File: config.mk
export PLATFORM = sky130hd
export DESIGN_NAME = csr_access_unit
export DESIGN_NICKNAME = d
export VERILOG_FILES = /design/src/rtl/params_pkg.sv /design/src/rtl/csr_wdata_alu.sv /design/src/rtl/csr_access_unit.sv
export SDC_FILE = /design/constraint.sdc
export NUM_CORES = 1
export LEC_CHECK = 0
export ABC_AREA = 1
export CAP_MARGIN = 20
export CELL_PAD_IN_SITES_DETAIL_PLACEMENT = 1
export CELL_PAD_IN_SITES_GLOBAL_PLACEMENT = 1
export CORE_AREA = 3 3 163 165
export CTS_CLUSTER_DIAMETER = 200
export DETAILED_ROUTE_END_ITERATION = 12
export DIE_AREA = 0 0 166 168
export PLACE_DENSITY = 0.76
export SLEW_MARGIN = 15
export SYNTH_ARGS = -nofsm -noshare
export SYNTH_HDL_FRONTEND = slang
export SYNTH_SLANG_ARGS = --single-unit
File: constraint.sdc
create_clock -name CLK -period 7.7 [get_ports CLK]
set_input_delay 1.155 -clock CLK [delete_from_list [all_inputs] [get_ports CLK]]
set_output_delay 1.155 -clock CLK [all_outputs]
set_load 0.02 [all_outputs]
File: src/rtl/params_pkg.sv
// Shared machine-mode CSR addresses, Zicsr funct3 encodings and CSR access helpers.
package params_pkg;

  localparam logic [11:0] CSR_ADDR_MTVEC     = 12'h305;
  localparam logic [11:0] CSR_ADDR_MSCRATCH  = 12'h340;
  localparam logic [11:0] CSR_ADDR_MEPC      = 12'h341;
  localparam logic [11:0] CSR_ADDR_MCAUSE    = 12'h342;
  localparam logic [11:0] CSR_ADDR_MTVAL     = 12'h343;
  localparam logic [11:0] CSR_ADDR_MCYCLE    = 12'hB00;
  localparam logic [11:0] CSR_ADDR_MINSTRET  = 12'hB02;
  localparam logic [11:0] CSR_ADDR_MCYCLEH   = 12'hB80;
  localparam logic [11:0] CSR_ADDR_MINSTRETH = 12'hB82;

  localparam logic [2:0] CSR_F3_RW  = 3'b001;
  localparam logic [2:0] CSR_F3_RS  = 3'b010;
  localparam logic [2:0] CSR_F3_RC  = 3'b011;
  localparam logic [2:0] CSR_F3_RWI = 3'b101;
  localparam logic [2:0] CSR_F3_RSI = 3'b110;
  localparam logic [2:0] CSR_F3_RCI = 3'b111;

  typedef enum logic [1:0] {
    ST_IDLE  = 2'd0,
    ST_READ  = 2'd1,
    ST_WRITE = 2'd2,
    ST_RESP  = 2'd3
  } csr_state_t;

  typedef struct packed {
    logic [2:0]  funct3;
    logic [11:0] addr;
    logic [4:0]  rs1_idx;
    logic [31:0] rs1_data;
    logic [4:0]  rd;
    logic [31:0] pc;
  } csr_req_t;

  function automatic logic csr_is_implemented(input logic [11:0] addr);
    logic hit;
    case (addr)
      CSR_ADDR_MTVEC, CSR_ADDR_MSCRATCH, CSR_ADDR_MEPC, CSR_ADDR_MCAUSE,
      CSR_ADDR_MTVAL, CSR_ADDR_MCYCLE, CSR_ADDR_MINSTRET, CSR_ADDR_MCYCLEH,
      CSR_ADDR_MINSTRETH: hit = 1'b1;
      default:            hit = 1'b0;
    endcase
    return hit;
  endfunction

  // Counters are exposed read-only here even though their address range is writable.
  function automatic logic csr_is_readonly(input logic [11:0] addr);
    logic ro;
    case (addr)
      CSR_ADDR_MCYCLE, CSR_ADDR_MINSTRET, CSR_ADDR_MCYCLEH,
      CSR_ADDR_MINSTRETH: ro = 1'b1;
      default:            ro = (addr[11:10] == 2'b11);
    endcase
    return ro;
  endfunction

endpackage

File: src/rtl/csr_wdata_alu.sv
// Read-modify-write datapath: combines the old CSR value with the source operand.
module csr_wdata_alu
  import params_pkg::*;
(
  input  logic [2:0]  funct3,
  input  logic [31:0] old,
  input  logic [31:0] src,
  output logic [31:0] result
);

  // Select write, set or clear according to funct3.
  always_comb begin
    result = 32'd0;
    case (funct3)
      CSR_F3_RW, CSR_F3_RWI: result = src;
      CSR_F3_RS, CSR_F3_RSI: result = old | src;
      CSR_F3_RC, CSR_F3_RCI: result = old & ~src;
      default:               result = 32'd0;
    endcase
  end

endmodule

File: src/rtl/csr_access_unit.sv
// Zicsr executor: read CSR, compute read-modify-write value, issue a single-cycle
// write and return the old value (or an illegal-instruction flag) to the pipeline.
module csr_access_unit
  import params_pkg::*;
(
  input  logic        CLK,
  input  logic        RST,
  input  logic        REQ_VALID,
  output logic        REQ_READY,
  input  logic [2:0]  REQ_FUNCT3,
  input  logic [11:0] REQ_CSR_ADDR,
  input  logic [4:0]  REQ_RS1_ADDR,
  input  logic [31:0] REQ_RS1_DATA,
  input  logic [4:0]  REQ_RD_ADDR,
  input  logic [31:0] REQ_PC,
  output logic [11:0] CSR_RADDR,
  input  logic [31:0] CSR_RDATA_REG,
  output logic [11:0] CSR_WADDR,
  output logic [31:0] CSR_WDATA,
  output logic        RSP_VALID,
  input  logic        RSP_READY,
  output logic [4:0]  RSP_RD_ADDR,
  output logic [31:0] RSP_RD_DATA,
  output logic [31:0] RSP_PC,
  output logic        RSP_ILLEGAL,
  input  logic        FLUSH
);

  csr_state_t  state_r;
  csr_req_t    req_r;
  logic [11:0] csr_raddr_r;
  logic        rsp_valid_r;
  logic        rsp_illegal_r;
  logic [4:0]  rsp_rd_addr_r;
  logic [31:0] rsp_rd_data_r;
  logic [31:0] rsp_pc_r;

  logic        accept_s;
  logic [31:0] src_s;
  logic        write_en_s;
  logic        illegal_s;
  logic        do_write_s;
  logic [31:0] new_val_s;

  assign REQ_READY = ~FLUSH & ((state_r == ST_IDLE) | ((state_r == ST_RESP) & RSP_READY));
  assign accept_s  = REQ_VALID & REQ_READY;

  // Decode of the latched request: operand, write intent and legality.
  always_comb begin
    src_s      = req_r.funct3[2] ? {27'd0, req_r.rs1_idx} : req_r.rs1_data;
    write_en_s = (req_r.funct3[1:0] == 2'b01) | (req_r.rs1_idx != 5'd0);
    illegal_s  = (req_r.funct3[1:0] == 2'b00) | ~csr_is_implemented(req_r.addr) |
                 (write_en_s & csr_is_readonly(req_r.addr));
    do_write_s = (state_r == ST_WRITE) & ~FLUSH & write_en_s & ~illegal_s;
  end

  csr_wdata_alu u_alu (
    .funct3 (req_r.funct3),
    .old    (CSR_RDATA_REG),
    .src    (src_s),
    .result (new_val_s)
  );

  assign CSR_WADDR   = do_write_s ? req_r.addr : 12'd0;
  assign CSR_WDATA   = do_write_s ? new_val_s  : 32'd0;
  assign CSR_RADDR   = csr_raddr_r;
  assign RSP_VALID   = rsp_valid_r;
  assign RSP_ILLEGAL = rsp_illegal_r;
  assign RSP_RD_ADDR = rsp_rd_addr_r;
  assign RSP_RD_DATA = rsp_rd_data_r;
  assign RSP_PC      = rsp_pc_r;

  // Sequencer with registered request and response payload.
  always_ff @(posedge CLK or posedge RST) begin
    if (RST) begin
      state_r       <= ST_IDLE;
      req_r         <= '0;
      csr_raddr_r   <= 12'd0;
      rsp_valid_r   <= 1'b0;
      rsp_illegal_r <= 1'b0;
      rsp_rd_addr_r <= 5'd0;
      rsp_rd_data_r <= 32'd0;
      rsp_pc_r      <= 32'd0;
    end else if (FLUSH) begin
      state_r     <= ST_IDLE;
      rsp_valid_r <= 1'b0;
    end else begin
      if (accept_s) begin
        req_r       <= '{funct3: REQ_FUNCT3, addr: REQ_CSR_ADDR, rs1_idx: REQ_RS1_ADDR,
                         rs1_data: REQ_RS1_DATA, rd: REQ_RD_ADDR, pc: REQ_PC};
        csr_raddr_r <= REQ_CSR_ADDR;
      end
      case (state_r)
        ST_IDLE:  state_r <= accept_s ? ST_READ : ST_IDLE;
        ST_READ:  state_r <= ST_WRITE;
        ST_WRITE: begin
          state_r       <= ST_RESP;
          rsp_valid_r   <= 1'b1;
          rsp_illegal_r <= illegal_s;
          rsp_rd_addr_r <= req_r.rd;
          rsp_rd_data_r <= illegal_s ? 32'd0 : CSR_RDATA_REG;
          rsp_pc_r      <= req_r.pc;
        end
        ST_RESP: begin
          if (RSP_READY) begin
            rsp_valid_r <= 1'b0;
            state_r     <= accept_s ? ST_READ : ST_IDLE;
          end
        end
        default:  state_r <= ST_IDLE;
      endcase
    end
  end

endmodule

==> reports/qor.yml <==
clocking:
  cts.clk_slew.worst_paths_ns: 0.07
  cts_hold_buf: 0
  cts_resized: 0
  cts_tree: "done"
  cts_sinks: 162
  clkLatencyLatePin_ns: 0.42
  clock-root-buffer: "clkbuf_16"
  cts_max_level: 4
  cts_setup_buffers: 0
  numCtsBuffers: 17
  cts.path.max_buffers: 2
outcome:
  outcome: "completed"
synth:
  syn-instance-count: 884
  synth_edf_count: 0
  ys.flop_type: "dfrtp_1"
  synthesis.area_um2: 7560
  ys_ff_latch: 162
  synth_cell_types: 26
  syn_area_per_cell_um2: 8.56
  async_reset_ff_share_pct: 100
  synth_top_area_share_pct: 53.6
  ys_top_cells_by_area: "dfrtp_1 (54%), nand2_1 (7.7%), a21oi_1 (7.2%), inv_1 (5.7%), nor2_1 (5.3%)"
  yosys_warnings: 0
  synth-seq-area-share_pct: 53.6
  synth_area_leader_cell: "dfrtp_1"
finish:
  syn_to_final_growth_pct: 42.1
  final_cell_mix: "clkdlybuf4s50_1 (247), dfrtp_1 (162), nand2_1 (155), inv_1 (113), a21oi_1 (109)"
  final_cells: 1438
  fillers: 2920
  final_common_cell: "clkdlybuf4s50_1"
  drive_gt1_share_pct: 7.50
  nets: 1223
drt:
  vias_per_cell: 4.53
  drc: 0
  ant_nets: 0
  drt_iter0_drc: 326
  firstDrtPassIters: 4
  drt-total-wl_um: 23600
  vias: 6507
  post_drt_wl_per_cell_um: 16.4
floorplanning:
  fp.dieArea_um2: 27900
  std_cell_rows: 58
  start_util_pct: 30.0
  die_h_um: 168
  chipWidth_um: 166
  core_region_area_um2: 25200
  ios: 254
setup_path:
  critPathMaxStageDelay_ns: 0.63
  crit_path_end_kind: "output pin"
  setup.worst_path.class: "primary input to output pin"
  crit_path_top_delay_cell: "clkdlybuf4s50_1"
  cp-start-kind: "primary input"
  worstPathRequired_ns: 6.55
  path_cells: "clkdlybuf4s50_1, nor2_4, clkinv_2, nor2_1, nand4_1, buf_4, nor2_1, clkdlybuf4s50_1"
  cp.arrival_ns: 3.73
  critPathMaxFanout: 38
worst_hold_path:
  hp-class: "register to register"
power:
  power_density_nw_per_um2: 369
  pwr-share-comb_pct: 42.4
  p_seq_share_pct: 36.2
  p_sw_uw: 1600
  power.total_uw: 3960
  p_int_uw: 2360
  ir_drop_v: 0.000169
  pwr-share-clk_pct: 21.4
  switching_share_pct: 40.5
  leakagePower_uw: 0.00499
global_route:
  first_global_vias: 7044
  grt_max_degree: 102
  grt_pass1_wl_um: 38500
  track_usage_pct: 17.2
  antenna_found_initial: 2
  grt-ovfl-total: 0
place:
  placedCellCount: 1405
  dp_hpwl_um: 16200
  place_congestion: 0.768
  port_buffers: 247
sta:
  rsz0062_at_grt: "no"
  period_needed_ns: 4.89
  finalSetupTns_ns: 0
  worst_pin_slew_ns: 1.05
  setup_viol: 0
  finalClockSkew_ns: 0.0111
  slew_headroom_pct: 29.9
  finalHoldViolCount: 0
  fin_crit_sh_pct: 63.5
  clock.fmax_ghz: 0.205
  finalMaxSlewViolations: 0
  whs_ns: 0.477
flow_run:
  max_cap_viol_count: 0
## power by group through the flow
stage | logic [uW] | registers, uW | clock network [uW]
6_report | 1680 | 1430 | 847
5_1_grt | 1870 | 1490 | 919
4_1_cts | 1710 | 1440 | 877
3_5_place_dp | 1700 | 1450 | 0
3_3_place_gp | 1660 | 1430 | 0
2_1_floorplan | 890 | 1580 | 0
## layer usage
| metal | up-vias | part of all wire (%) | routed length [um] | GRT usage, % |
|---|---|---|---|---|
| met5 | - | 0.085 | 20 | 0 |
| met3 | 25 | 8.0 | 1880 | 6.41 |
| met1 | 3141 | 44 | 10400 | 21.1 |
| met2 | 184 | 46 | 11000 | 28.6 |
| met4 | 2 | 1.6 | 381 | 4.52 |
| li1 | 3155 | - | - | - |
## area by class of cell
class | count | area, um2 | area share (%)
antenna | 1 | 2.50 | 0.0233
clock buffer | 17 | 425 | 3.96
clock inverter | 15 | 164 | 1.53
inverter | 124 | 472 | 4.39
multi-input combinational | 535 | 2690 | 25.0
sequential | 162 | 4050 | 37.7
tap | 330 | 413 | 3.84
timing repair buffer | 254 | 2520 | 23.5
## stage by stage
stage / cell area, um2 / util [%] / worst slack (ns)
after floorplan: 7580 / - / 2.17
after CTS: 10700 / 42.7 / 2.74
after global routing: 10700 / 42.7 / 2.65
after detailed placement: 10200 / 40.3 / 2.75
final: 10700 / 42.7 / 2.81
after global placement: 10200 / 40.3 / 2.85
## flip-flops by register name, summed over array words and instances (netlist names)
name	cells
RSP_RD_DATA	32
RSP_VALID	1
RSP_ILLEGAL	1
req_r	77
state_r	2
RSP_RD_ADDR	5
RSP_PC	32
CSR_RADDR	12
## worst max-delay path, delay by kind of cell
kind                   cells  cell delay [ns]
buffers and inverters      4             1.86
and+or+nand+nor            4             0.70
## worst paths after layout
check,start,cells after the start,endpoint,slack [ns]
worst max-delay path,FLUSH,8,CSR_WDATA[3],2.81
worst min-delay path,RSP_RD_ADDR[4]$_DFFE_PP0P_,2,RSP_RD_ADDR[4]$_DFFE_PP0P_,0.48
worst max register to register,state_r[0]$_DFFE_PP0P_,7,req_r[5]$_DFFE_PP0P_,5.17
worst min register to register,RSP_RD_ADDR[4]$_DFFE_PP0P_,2,RSP_RD_ADDR[4]$_DFFE_PP0P_,0.48
max in group asynchronous,RST,3,RSP_RD_DATA[10]$_DFFE_PP0P_,5.02
min in group asynchronous,RST,2,req_r[26]$_DFFE_PP0P_,1.27
## synthesized netlist by cell type (9+ instances only)
master,instances
dfrtp_1,162
nand2_1,156
inv_1,114
a21oi_1,109
nor2_1,106
o21ai_0,48
mux2_1,31
nor3_1,27
clkbuf_1,24
buf_4,22
nor2_2,20
buf_2,15
mux2_2,10
inv_2,9
nand3_1,9
## kinds of logic (layout without fill, tap and decap cells)
| kind of cell | Yosys count | in the layout | share of synthesized area, % |
|---|---|---|---|
| simple gates | 321 | 321 | 17.3 |
| buf+inv | 192 | 410 | 11.3 |
| flops | 162 | 162 | 53.6 |
| compound gates | 160 | 160 | 10.7 |
| mux | 45 | 45 | 6.63 |
| fa+ha+maj | 3 | 3 | 0.496 |
| other cells | 1 | 7 | 0.0496 |
Power figures use the tool's default switching activity.
